[src/rtl/decode_ctrl_pipe.sv]
// ---------------------------------------------------------------------------
// decode_ctrl_pipe
// Single-stage instruction decode with a registered control word, a
// valid/ready handshake on both sides and a load-use interlock.
//
// Ports
//   clk, rst            : clock, asynchronous active-high reset
//   in_valid / in_ready : upstream handshake
//   branch_i, imm_i,
//   code_i, rd_i, rs_i  : instruction fields (only code_i[2:0] is decoded)
//   flush_i             : discards the output register and any bubble
//   out_valid/out_ready : downstream handshake
//   regw, memw, memr,
//   flagw, reg1_sel,
//   imm_sel, alu_ctrl,
//   rd_o                : registered control word
//   stall_o             : high while a load-use bubble is being inserted
// ---------------------------------------------------------------------------
module decode_ctrl_pipe #(
    parameter int OPW    = 3,
    parameter int RAW    = 4,
    parameter int LD_LAT = 1
) (
    input  logic           clk,
    input  logic           rst,
    input  logic           in_valid,
    output logic           in_ready,
    input  logic           branch_i,
    input  logic           imm_i,
    input  logic [OPW-1:0] code_i,
    input  logic [RAW-1:0] rd_i,
    input  logic [RAW-1:0] rs_i,
    input  logic           flush_i,
    output logic           out_valid,
    input  logic           out_ready,
    output logic           regw,
    output logic           memw,
    output logic           memr,
    output logic           flagw,
    output logic           reg1_sel,
    output logic [1:0]     imm_sel,
    output logic [1:0]     alu_ctrl,
    output logic [RAW-1:0] rd_o,
    output logic           stall_o
);

    localparam logic [0:0] RUN    = 1'b0;
    localparam logic [0:0] BUBBLE = 1'b1;

    localparam logic [2:0] LOAD_CNT = 3'(LD_LAT - 1);

    logic [0:0] state;
    logic [2:0] cnt;

    logic       d_regw;
    logic       d_memw;
    logic       d_memr;
    logic       d_flagw;
    logic       d_reg1_sel;
    logic [1:0] d_imm_sel;
    logic [1:0] d_alu;

    logic       hazard;
    logic       xfer;

    // Combinational decode of the incoming instruction. Branches never write
    // anything; with an immediate their ALU op comes from code bit 2.
    always_comb begin
        d_regw  = 1'b0;
        d_memw  = 1'b0;
        d_memr  = 1'b0;
        d_flagw = 1'b0;
        d_alu   = 2'b11;
        if (branch_i) begin
            d_alu = imm_i ? {1'b0, code_i[2]} : 2'b11;
        end else begin
            case (code_i[2:0])
                3'b000: d_alu = 2'b11;
                3'b001: begin d_alu = 2'b00; d_regw = 1'b1; end
                3'b010: begin d_alu = 2'b01; d_regw = 1'b1; end
                3'b011: begin d_alu = 2'b10; d_regw = 1'b1; end
                3'b100: begin d_alu = 2'b11; d_regw = 1'b1; end
                3'b101: begin d_alu = 2'b01; d_flagw = 1'b1; end
                3'b110: begin d_alu = 2'b11; d_memw = 1'b1; end
                default: begin d_alu = 2'b11; d_regw = 1'b1; d_memr = 1'b1; end
            endcase
        end
        d_reg1_sel = !branch_i && (d_memr ^ d_regw);
        d_imm_sel  = {branch_i, code_i[2]};
    end

    // Load-use check against the word currently held in the output register.
    // out_valid qualifies it so a load that has already been consumed
    // downstream cannot keep re-triggering bubbles. A hazard also drops
    // in_ready, so the dependent instruction is not accepted upstream.
    assign hazard = (state == RUN) && out_valid && memr && in_valid &&
                    ((rs_i == rd_o) || (rd_i == rd_o));

    assign in_ready = (!out_valid || out_ready) && (state == RUN) &&
                      !flush_i && !hazard;
    assign xfer     = in_valid && in_ready;
    assign stall_o  = (state == BUBBLE);

    // Interlock FSM: a hazard loads the counter with LD_LAT-1 and the bubble
    // ends on the cycle the counter reads zero, giving exactly LD_LAT stall
    // cycles. Flush overrides everything and returns to RUN.
    always_ff @(posedge clk or posedge rst) begin
        if (rst) begin
            state <= RUN;
            cnt   <= 3'd0;
        end else if (flush_i) begin
            state <= RUN;
            cnt   <= 3'd0;
        end else begin
            case (state)
                RUN: begin
                    if (hazard) begin
                        state <= BUBBLE;
                        cnt   <= LOAD_CNT;
                    end
                end
                BUBBLE: begin
                    if (cnt == 3'd0) begin
                        state <= RUN;
                    end else begin
                        cnt <= cnt - 3'd1;
                    end
                end
                default: begin
                    state <= RUN;
                    cnt   <= 3'd0;
                end
            endcase
        end
    end

    // Output register. Flush kills the valid bit and every write enable but
    // leaves the non-destructive fields alone; an accepted word with nothing
    // behind it just drops out_valid.
    always_ff @(posedge clk or posedge rst) begin
        if (rst) begin
            out_valid <= 1'b0;
            regw      <= 1'b0;
            memw      <= 1'b0;
            memr      <= 1'b0;
            flagw     <= 1'b0;
            reg1_sel  <= 1'b0;
            imm_sel   <= 2'b00;
            alu_ctrl  <= 2'b00;
            rd_o      <= '0;
        end else if (flush_i) begin
            out_valid <= 1'b0;
            regw      <= 1'b0;
            memw      <= 1'b0;
            memr      <= 1'b0;
            flagw     <= 1'b0;
        end else if (xfer) begin
            out_valid <= 1'b1;
            regw      <= d_regw;
            memw      <= d_memw;
            memr      <= d_memr;
            flagw     <= d_flagw;
            reg1_sel  <= d_reg1_sel;
            imm_sel   <= d_imm_sel;
            alu_ctrl  <= d_alu;
            rd_o      <= rd_i;
        end else if (out_ready) begin
            out_valid <= 1'b0;
        end
    end

endmodule

[config.mk]
export PLATFORM = sky130hd
export DESIGN_NAME = decode_ctrl_pipe
export DESIGN_NICKNAME = d
export VERILOG_FILES = /design/src/rtl/decode_ctrl_pipe.sv
export SDC_FILE = /design/constraint.sdc
export NUM_CORES = 1
export LEC_CHECK = 0
export ABC_AREA = 1
export CORE_MARGIN = 2
export CORE_UTILIZATION = 45
export CTS_CLUSTER_SIZE = 28
export DETAILED_ROUTE_END_ITERATION = 8
export GPL_ROUTABILITY_DRIVEN = 0
export HOLD_SLACK_MARGIN = 0.03
export PLACE_DENSITY = 0.78
export SLEW_MARGIN = 20
export SYNTH_ARGS = -nofsm -noshare
export SYNTH_HDL_FRONTEND = slang
export SYNTH_SLANG_ARGS = --single-unit
[constraint.sdc]
create_clock -name clk -period 2 [get_ports clk]
set_clock_uncertainty 0.2 [all_clocks]
set_input_delay 0.4 -clock clk [delete_from_list [all_inputs] [get_ports clk]]
set_output_delay 0.4 -clock clk [all_outputs]
set_load 0.03 [all_outputs]
==> qor.yml <==
logic_synthesis:
  syn_nets: 173
  synth.distinct_cells: 21
  synth_top_area_cell: "dfrtp_1"
  ys.warnings.count: 0
  synth.area.top_cells: "dfrtp_1, nand2_1, inv_1"
  synth_top_area_share_pct: 41.43
  synth-seq-cells: 18
  syn_inst: 153
  syn_area_um2: 1087
  yosysSeqAreaShare_pct: 41.43
  syn_avg_cell_area_um2: 7.106
setup_path:
  crit_path_top_delay_cell: "dfrtp_1"
  slowest_delay_ns: 0.45
  timing.critical_path.to: "in_ready"
  cp.buffers_inverters: 2
  crit_type: "reg2out"
  cp_data_required_time_ns: 1.40
  crit_cells: 8
  reg2reg_to: "imm_sel[1]"
  r2r-start: "rd_o[1]"
  start_kind: "register"
  r2r_slack_ns: 0.04
  path_common_cell: "nand2_1"
  crit_chain: "buf_4 > nand2_1 > nand2_1 > nor2_1 > nand2_1 > nand2_2 > a21boi_2 > buf_6"
  critical_path.top_delay_family: "flip-flops"
  cp-end-kind: "primary output"
  cp_max_fo: 5
  setup.worst_path.start: "rd_o[1]"
  cp.arrival_ns: 1.47
  rr_worst_depth: 13
floorplanning:
  initial_core_util_pct: 48.22
  die_w_um: 53.16
  die_y_um: 53.16
  ios: 34
  dieArea_um2: 2825
  coreArea_um2: 2255
  rows: 17
timing:
  drv_slew: 0
  period_share_pct: 103.3
  fmax_ghz: 0.4840
  grt_setup_unrepaired: "true"
  max_slew_margin_pct: 77.87
  setup_ws_ns: -0.06616
  hold_viol_final: 0
  period_needed_ns: 2.066
  tightestPinTransition_ns: 0.3309
  setup_viol: 1
power:
  p_leak_nw: 0.9329
  max-vdd-ir-drop_uv: 429.5
  total_power_mw: 0.9849
  p_per_area_nw_per_um2: 587.9
layout:
  n_fill_cell: 183
  drive_above_1_share_pct: 20.95
  post-route-util_pct: 74.31
  area.growth.synth_to_final_pct: 54.09
  layout.nets: 232
  diodes: 0
drt:
  top_layer: "met4"
  via_per_inst: 4.987
  wl_met3_um: 160
  wl_met2_um: 1503
  wirelength_um: 2973
  ant_nets: 0
  wl_met1_um: 1255
  drtIter0Drc: 33
  drt_pass1_iterations: 4
  vias: 1187
  drcViolationCount: 0
  avgRoutedWirePerCell_um: 12.49
clocking:
  cts-htree-levels: 1
  cts_root_buf: "clkbuf_4"
  cts_made_buffers: 3
  insertion_delay_ns: 0.29
  hold_buffers: 0
  clk_pin_slew_worst_paths_ns: 0.10
  cts.sinks: 18
  cts_max_path_buffers: 2
  cts_tree: "built"
placed_design:
  port-buffer-count: 33
  post-dp-hpwl_um: 2065
grt:
  grt_max_degree: 19
  grt_pass1_vias: 1139
  grt.overflow.total: 0
  antenna_found_initial: 0
  grtUsageTotal_pct: 23.06
  grt_pass1_wl_um: 4705
outcome:
  status: "complete, but fails checks"
  violations: "negative setup slack"
run:
  cap_violations: 0
hold_path:
  hold_class: "in2async"
==> final cells by class <==
type                       count  area [um^2]  share of cell area [%]
timing repair buffer          57        544.3                   32.49
multi-input combinational    108        533.0                   31.81
sequential                    18        450.4                   26.89
inverter                      24        90.09                   5.377
tap                           28        35.03                   2.091
clock buffer                   3        22.52                   1.344
==> report_power, final <==
group          leakage (nW)  total (mW)  switching [mW]  internal, mW
Sequential            0.236       0.428          0.0308         0.397
Clock                0.0138       0.179           0.108        0.0700
Combinational         0.684       0.379           0.205         0.173
Total                 0.933       0.985           0.344         0.641
==> cell usage in the layout (no fill, tap or decap), types with 3 or more instances in the layout <==
cell             Yosys  routed
nand2_1             56      52
nand2_2              1       5
inv_1               21      19
o21ai_1              0       6
buf_4                1      21
nor3_1               6       6
clkbuf_4             0       3
clkdlybuf4s50_1      0      18
a21oi_1              3       3
dfrtp_1             18      18
o21ai_0             11       5
dlygate4sd2_1        0      12
inv_2                3       5
nor2_1               8       7
nand3_1             12      12
==> stage by stage <==
stage	TNS, ns	setup WS (ns)	hold slack, ns	std cells	cell area [um^2]
floorplan	0	0.1513	0.1386	153	1091
global placement	-0.2902	-0.1198	0.2550	220	1516
detailed placement	-1.200	-0.1695	0.2679	220	1516
CTS	-0.03817	-0.03817	0.2338	233	1603
global route	-0.3307	-0.1426	0.2290	238	1675
finish	-0.06616	-0.06616	0.2312	238	1675
==> cell families (layout without fill, tap and decap cells) <==
| logic type | after synthesis | in the layout | share of synthesized area (%) |
|---|---|---|---|
| AOI/OAI and AO/OA | 17 | 17 | 8.515 |
| adders and majority gates | 2 | 2 | 2.301 |
| buffers and inverters | 27 | 84 | 11.05 |
| and+or+nand+nor | 89 | 89 | 36.71 |
| DFF | 18 | 18 | 41.43 |
==> Yosys cell counts, drive strengths merged <==
cell type  instances
a21boi             1
a21oi              3
nand2             58
o21ai             11
buf                3
ha                 2
nor4               1
a211oi             2
dfrtp             18
inv               24
nand3             13
nand4              1
nor2               9
nor3               7
==> metal layers <==
metal | track usage, % | vias up
met2 | 41.67 | 41
li1 | - | 600
met4 | 10.68 | 0
met3 | 3.955 | 6
met5 | 0 | -
met1 | 26.06 | 540
==> worst register-to-register path, stage by stage (launching register included) <==
cell	delay [ns]
dfrtp_1	0.45
buf_4	0.14
nand2_1	0.06
nand2_1	0.06
nor2_1	0.04
nand2_1	0.06
nand2_2	0.06
buf_4	0.13
buf_4	0.13
nand2_4	0.07
nand3_4	0.15
clkbuf_16	0.20
nand2_1	0.05
o21ai_1	0.06
==> state kept, by name (all words and copies together) (netlist names) <==
| signal | flops |
|---|---|
| rd_o | 4 |
| cnt | 3 |
| alu_ctrl | 2 |
| imm_sel | 2 |
| flagw | 1 |
| memr | 1 |
| memw | 1 |
| out_valid | 1 |
| reg1_sel | 1 |
| regw | 1 |
| stall_o | 1 |
==> worst min-delay path by stage <==
| stage | slack (ns) | end | from |
|---|---|---|---|
| 5_1_grt | 0.23 | rd_o[0] | rst |
| 4_1_cts | 0.23 | reg1_sel | rst |
| 3_5_place_dp | 0.27 | cnt[1] | cnt[1] |
| 6_report | 0.23 | rd_o[1] | rst |
| 2_1_floorplan | 0.14 | alu_ctrl[0] | rst |
| 3_3_place_gp | 0.25 | cnt[1] | cnt[1] |
==> timing repair <==
action,in CTS,in global routing
gates cloned,0,1
setup buffers,10,4
gates resized for setup,13,15
setup endpoints to repair,5,17
pin swaps,5,5
(Power assumes the default switching activity.)
==> patch, RTL diff (same flow settings) <==
Register the output `flagw` once more, cleared by the reset; this adds one clock of latency there. The other outputs are not delayed to match.
--- a/src/rtl/decode_ctrl_pipe.sv
+++ b/src/rtl/decode_ctrl_pipe.sv
@@ -50,2 +50,4 @@
     localparam logic [2:0] LOAD_CNT = 3'(LD_LAT - 1);
+
+    logic flagw_s0;
 
@@ -145,3 +147,3 @@
             memr      <= 1'b0;
-            flagw     <= 1'b0;
+            flagw_s0  <= 1'b0;
             reg1_sel  <= 1'b0;
@@ -155,3 +157,3 @@
             memr      <= 1'b0;
-            flagw     <= 1'b0;
+            flagw_s0  <= 1'b0;
         end else if (xfer) begin
@@ -161,3 +163,3 @@
             memr      <= d_memr;
-            flagw     <= d_flagw;
+            flagw_s0  <= d_flagw;
             reg1_sel  <= d_reg1_sel;
@@ -171,2 +173,10 @@
 
+    always_ff @(posedge clk or posedge rst) begin
+        if (rst) begin
+            flagw <= '0;
+        end else begin
+            flagw <= flagw_s0;
+        end
+    end
+
 endmodule
Behaviour: not the same (Yosys sat finds a counterexample within 4 cycles, from zero or initial values and one cycle with rst high).
==> patch against the original RTL <==
The run still ends with setup timing left; sequential share of layout area grew 0.41 points; wire length grew 14%; utilization increased by 3.2 points; sequential cell count grew 1; cell area up 4.3%; combinational power rose by 2%; via count rose by 8.8%; synthesized area rose by 0.81%; non-clock buffer count is 8 higher; synthesized cell count grew 0.65%; power increased by 4.3%; worst setup slack got worse by 0.040 ns.
==> patch: results (changes against the original RTL) <==
outcome finished, violations left (unchanged); violated checks setup timing (unchanged); Pleak 0.9680 nW (was 0.9329 nW); largest net degree at the start of global routing 20 (was 19); worst rel slew slack 0.7808 (was 0.7787); synth cell count leaders nand2_1 (57), dfrtp_1 (19), inv_1 (18) (was nand2_1 (56), inv_1 (21), dfrtp_1 (18)); layout cells sized above 1 0.2545 (was 0.2095); HPWL Detailed 2.014 mm (was 2.065 mm); Tightest Hold Check Type reg -> reg (was in -> async); Area after DPL 1554 um^2 (was 1516 um^2); # fillers 162 (was 183); Nets 241 (was 232); setup ws final -0.1061 ns (was -0.06616 ns); endpoints failing setup 1 (unchanged); WHS 0.1900 ns (was 0.2312 ns); synth top area cells dfrtp_1 (43%), nand2_1 (20%), inv_1 (6.2%), nand3_1 (5.5%), o21ai_1 (4.1%) (was dfrtp_1 (41%), nand2_1 (19%), inv_1 (7.2%), nand3_1 (5.5%), o21ai_0 (5.1%)); Setup TNS -0.1061 ns (was -0.06616 ns); initial drt markers 22 (was 33); routed vias/inst 5.206 (was 4.987); first-pass GRT wire length 5.388 mm (was 4.705 mm); CTS clk-pin slew, worst paths 0.11 ns; GRT Overall Usage 0.2638 (was 0.2306); R2R Setup Slk 0.16 ns (was 0.04 ns); register bit total from synthesis 19 (was 18); Yosys cell types 19 (was 21); number of global-route vias before repair 1257 (was 1139); final wirelength 3.393 mm (was 2.973 mm); CP Data Arrival Time 1.51 ns (was 1.47 ns); Crit Path Max Fanout 5 (unchanged); register area share after synthesis 0.4338 (was 0.4143); switch share 0.3492 (was 0.3497); reg2reg end cnt[1] (was imm_sel[1]); FF-to-FF path depth 12 (was 13); antenna-violating nets left 0 (unchanged); RR Startpoint rd_o[3] (was rd_o[1])
-- patch: worst max-delay path by stage --
stage,from,end,slack (ns),cells past startpoint
6_report,rd_o[3],in_ready,-0.11,8
5_1_grt,rd_o[3],in_ready,-0.20,8
4_1_cts,rd_o[1],in_ready,-0.005,8
3_5_place_dp,rd_i[0],in_ready,-0.15,9
3_3_place_gp,rd_i[1],in_ready,-0.14,9
2_1_floorplan,stall_o,in_ready,0.005,2
-- patch: metrics by stage --
step / worst slack (ns) / cells / util
floorplan: 0.005404 / 154 / -
global placement: -0.1369 / 225 / 0.6892
detailed placement: -0.1521 / 225 / 0.6892
CTS: -0.005285 / 248 / 0.7608
global route: -0.2046 / 248 / 0.7747
finish: -0.1061 / 248 / 0.7747
-- patch: repair_timing --
item | in CTS | in global routing
setup buffers | 19 | 0
gates resized for setup | 17 | 11
pin swaps | 3 | 9
cloned | 0 | 0
endpoints found under the setup margin | 6 | 2
-- patch: cells by family (layout without fill, tap and decap cells) --
| kind of cell | count (synthesis) | in the layout | share of synthesized area |
|---|---|---|---|
| fa+ha+maj | 2 | 2 | 0.02283 |
| flops | 19 | 19 | 0.4338 |
| simple gates | 91 | 91 | 0.3596 |
| compound gates | 16 | 16 | 0.07990 |
| buf+inv | 26 | 92 | 0.1039 |
-- patch: cell type report --
| type | instances | area [um^2] | share of cell area |
|---|---|---|---|
| inverter | 23 | 86.33 | 0.04943 |
| clock buffer | 4 | 26.28 | 0.01504 |
| multi-input combinational | 109 | 540.5 | 0.3095 |
| timing repair buffer | 65 | 581.8 | 0.3331 |
| tap | 28 | 35.03 | 0.02006 |
| sequential | 19 | 476.7 | 0.2729 |
-- patch: power by group through the flow --
| stage | registers [mW] | logic, mW | clock network (mW) |
|---|---|---|---|
| final | 0.450 | 0.388 | 0.189 |
| after global placement | 0.454 | 0.335 | 0 |
| after CTS | 0.447 | 0.361 | 0.195 |
| after global routing | 0.455 | 0.421 | 0.211 |
| after floorplan | 0.521 | 0.117 | 0 |
| after detailed placement | 0.456 | 0.340 | 0 |
-- patch: layer usage --
layer / GRT usage / part of all wire
met3: 0.06497 / 0.071
met4: 0.1197 / 0.041
met2: 0.4753 / 0.50
met5: 0 / 0
met1: 0.2860 / 0.39
